### src/rtl/bus_slave_fifo.sv
// Bus responder that acknowledges master writes on rd and queues them
// in a first-word-fall-through FIFO for a local valid/pop consumer.
module bus_slave_fifo #(
    parameter int WIDTH = 8,
    parameter int DEPTH = 4,
    localparam int CW = $clog2(DEPTH) + 1
) (
    input  logic             clk,
    input  logic             rst,
    input  logic             wr,
    input  logic             en,
    input  logic [WIDTH-1:0] data_in,
    output logic             rd,
    output logic [WIDTH-1:0] data_out,
    output logic             out_valid,
    input  logic             pop,
    output logic [CW-1:0]    count,
    output logic             full,
    output logic             overflow
);

    localparam int AW = $clog2(DEPTH);
    localparam logic [CW-1:0] CNT_FULL = CW'(DEPTH);

    logic [WIDTH-1:0] mem_q [DEPTH];
    logic [AW-1:0]    wp_q, wp_d;
    logic [AW-1:0]    rp_q, rp_d;
    logic [CW-1:0]    count_q, count_d;
    logic             rd_q, rd_d;
    logic             ovf_q, ovf_d;
    logic             acc;
    logic             pop_v;

    assign full      = (count_q == CNT_FULL);
    assign out_valid = (count_q != '0);
    assign data_out  = mem_q[rp_q];
    assign count     = count_q;
    assign rd        = rd_q;
    assign overflow  = ovf_q;

    // !rd_q keeps a word still held on the bus from being taken twice
    always_comb begin
        acc     = wr && en && !rd_q && !full;
        pop_v   = pop && out_valid;
        rd_d    = acc;
        wp_d    = wp_q;
        rp_d    = rp_q;
        count_d = count_q;
        ovf_d   = ovf_q || (wr && en && full);
        if (acc) begin
            wp_d = wp_q + AW'(1);
        end
        if (pop_v) begin
            rp_d = rp_q + AW'(1);
        end
        unique case ({acc, pop_v})
            2'b10:   count_d = count_q + CW'(1);
            2'b01:   count_d = count_q - CW'(1);
            default: count_d = count_q;
        endcase
    end

    always_ff @(posedge clk) begin
        if (rst) begin
            wp_q    <= '0;
            rp_q    <= '0;
            count_q <= '0;
            rd_q    <= 1'b0;
            ovf_q   <= 1'b0;
        end else begin
            wp_q    <= wp_d;
            rp_q    <= rp_d;
            count_q <= count_d;
            rd_q    <= rd_d;
            ovf_q   <= ovf_d;
        end
    end

    // Storage is not reset; out_valid masks stale contents
    always_ff @(posedge clk) begin
        if (acc && !rst) begin
            mem_q[wp_q] <= data_in;
        end
    end

endmodule

### config.mk
export PLATFORM = sky130hd
export DESIGN_NAME = bus_slave_fifo
export DESIGN_NICKNAME = d
export VERILOG_FILES = /design/src/rtl/bus_slave_fifo.sv
export SDC_FILE = /design/constraint.sdc
export NUM_CORES = 1
export LEC_CHECK = 0
export CORE_MARGIN = 4
export CORE_UTILIZATION = 35
export DETAILED_ROUTE_END_ITERATION = 7
export GPL_ROUTABILITY_DRIVEN = 1
export PLACE_DENSITY = 0.62
export SLEW_MARGIN = 30
export SYNTH_ARGS = -nofsm -noshare
export SYNTH_HDL_FRONTEND = slang
export SYNTH_SLANG_ARGS = --single-unit
### constraint.sdc
create_clock -name clk -period 3.7 [get_ports clk]
set_input_delay 0.555 -clock clk [delete_from_list [all_inputs] [get_ports clk]]
set_output_delay 0.555 -clock clk [all_outputs]
set_load 0.1 [all_outputs]
==> flow_summary.yaml <==
final_layout:
  fillers: 436
  drive_gt1_share_pct: 22.9
  nNetsFinal: 149
  multiInputGateArea_um2: 502
  antenna-diode-count: 0
  area_delta_synth_final_pct: 23.9
  regArea_um2: 1180
synthesis:
  yosysMostFrequentCell: "edfxtp_1"
  synth_top_cells_by_count: "32 x edfxtp_1, 11 x dfxtp_1, 9 x nor2_1, 8 x mux4_2, 6 x inv_1"
  yosysWarnings: 0
  synth_cells: 99
  synth.top_cell.area_share_pct: 55.9
  avgSynthCellArea_um2: 17.4
  synth_ff_type: "edfxtp_1"
  ys_ff_latch: 43
  synth_fp_nets: 118
  synth-edff-count: 32
  synth.area.top_cells: "edfxtp_1 56%, dfxtp_1 13%, mux4_2 10%"
  async_reset_ff_share_pct: 0
  netlist_area_um2: 1720
  synth.distinct_cells: 27
  yosys.area.top_type: "edfxtp_1"
  seq_area_frac_synth_pct: 68.8
setup_path:
  path_delay_family: "buffers and inverters"
  worstPathRequired_ns: 3.14
  crit_path_cell_trace: "or3_2 > clkdlybuf4s50_1"
  crit_buf_inv: 1
  timing.rr.end: "count[2]"
  worst_path_largest_cell_delay_ns: 0.98
  rr_startpoint: "count[2]"
  path_class: "reg2out"
  r2r_slack_ns: 1.41
  cp_max_fo: 7
  start_kind: "flop"
  cpMaxStageDelayCell: "clkdlybuf4s50_1"
  critPathCaptureType: "output pin"
  reg2regPathDepth: 9
  cp_data_arrival_time_ns: 2.14
clocking:
  cts_resized: 0
  clkSinkCount: 43
  clockRootBuffer: "clkbuf_8"
  insertion_delay_ns: 0.29
  cts_tree: "yes"
  path_clk_slew_ns: 0.07
  ctsHoldBuffers: 0
  cts_setup_buffers: 0
  cts_buffers: 5
  htree_levels: 2
  cts_buffer_depth: 2
job:
  cap_violations: 0
hold_path:
  hp-class: "reg2reg"
  hp-start: "overflow"
  hold_end: "overflow"
  hold_depth: 2
drt:
  drt_iter0_markers: 55
  drt_wl_total_um: 2800
  vias: 908
  drc: 0
  firstDrtPassIters: 4
  wl_per_cell_um: 14.1
  ant_nets: 0
  vias_per_cell: 4.59
sta:
  drv_slew: 0
  setup-tns-final_ns: 0
  finalCritPeriodShare_pct: 73.0
  fin_crit_ns: 2.70
  holdWs_ns: 0.490
  rsz0062_at_grt: "false"
  max_slew_margin_pct: 34.8
  hold_violations: 0
  finalClockSkew_ns: 0.00577
  finalSetupViolCount: 0
  max_freq_ghz: 0.370
  worst_pin_slew_ns: 0.975
pwr:
  swShare_pct: 43.6
  internal_power_mw: 0.890
  finalPower_mw: 1.58
  p_switching_mw: 0.688
  leakagePower_nw: 0.714
  p_clk_share_pct: 18.9
  seq_power_share_pct: 38.8
  share_comb_of_total_power_pct: 42.2
  irDropWorstVdd_v: 0.000759
  p_per_area_nw_per_um2: 742
grt:
  gr-total-overflow: 0
  grt_usage_pct: 10.1
  grt_pass1_vias: 939
  grt_pass1_wl_um: 4610
  grt_max_degree: 14
  antenna_found_initial: 0
floorplanning:
  die_h_um: 78.1
  die_area_um2: 6090
  rows: 25
  start_util_pct: 36.1
  die_w_um: 78.1
  ios: 28
  core-area_um2: 4750
placement:
  gp_congestion: 0.725
  hpwl_um: 1930
  port_buffers: 27
status:
  status: "finished clean"
-- per-layer routing --
metal | global-route usage [%] | vias to the layer above | wire length, um
met4 | 3.67 | 0 | 40
met3 | 4.82 | 5 | 193
met1 | 12.6 | 437 | 1300
li1 | - | 435 | -
met2 | 15.5 | 31 | 1270
met5 | 0 | - | 0
-- sequential cells by signal (all words and copies together), names as in the netlist, named ones only --
signal    cells
overflow      1
rd            1
wp_q          2
count         3
mem_q        32
rp_q          2
-- final cells by class --
cell class              count  area share, %
multi-input cells          47           23.6
clock buffers               7           4.06
clock inverters             1          0.235
inverters                   6           1.06
flip-flops and latches     43           55.5
well taps                  67           3.94
repair buffers             27           11.6
-- cells by family (layout without fill, tap and decap cells) --
| group | count (synthesis) | in the layout | share of synthesized area (%) |
|---|---|---|---|
| buffers and inverters | 9 | 41 | 2.04 |
| AOI/OAI and AO/OA | 6 | 6 | 2.33 |
| xor gates and xnor gates | 4 | 4 | 2.04 |
| adders and majority gates | 6 | 6 | 4.81 |
| muxes | 10 | 10 | 11.9 |
| DFF | 43 | 43 | 68.8 |
| and+or+nand+nor | 21 | 21 | 8.08 |
-- power groups by stage --
stage	clock, mW	combinational [mW]	sequential, mW
floorplan	0	0.477	0.680
global placement	0	0.664	0.623
detailed placement	0	0.669	0.625
CTS	0.311	0.670	0.615
global route	0.330	0.695	0.622
finish	0.299	0.667	0.613
-- worst min-delay path, delay by kind of cell (launching register included) --
family | cells | cell delay, ns
flip-flops | 1 | 0.34
AND/OR/NAND/NOR | 1 | 0.07
AO/OA/AOI/OAI | 1 | 0.04
-- worst max-delay path by stage --
stage / end / depth (start not counted) / startpoint / slack, ns
detailed placement: count[2] / 10 / wr / 1.11
finish: out_valid / 2 / count[1] / 1.00
CTS: out_valid / 2 / count[1] / 0.98
floorplan: count[2] / 9 / count[2] / 0.13
global placement: count[2] / 10 / wr / 1.20
global route: out_valid / 2 / count[1] / 0.95
-- through the flow --
step	util [%]	cells	worst slack [ns]	instance area, um2
6_report	44.8	198	1.00	2130
5_1_grt	44.8	198	0.952	2130
4_1_cts	44.8	198	0.981	2130
2_1_floorplan	-	99	0.132	1720
3_3_place_gp	42.8	190	1.20	2040
3_5_place_dp	42.8	190	1.11	2040
-- cell usage in the layout (no fill, tap or decap), drive strengths merged, types with 3 or more instances in the layout --
master / instances
dfxtp: 11
inv: 6
buf: 9
clkdlybuf4s50: 18
nor2: 9
xor2: 3
mux4: 8
and2: 4
ha: 5
clkbuf: 7
edfxtp: 32
Note: power is estimated with default switching activity, not from simulation.
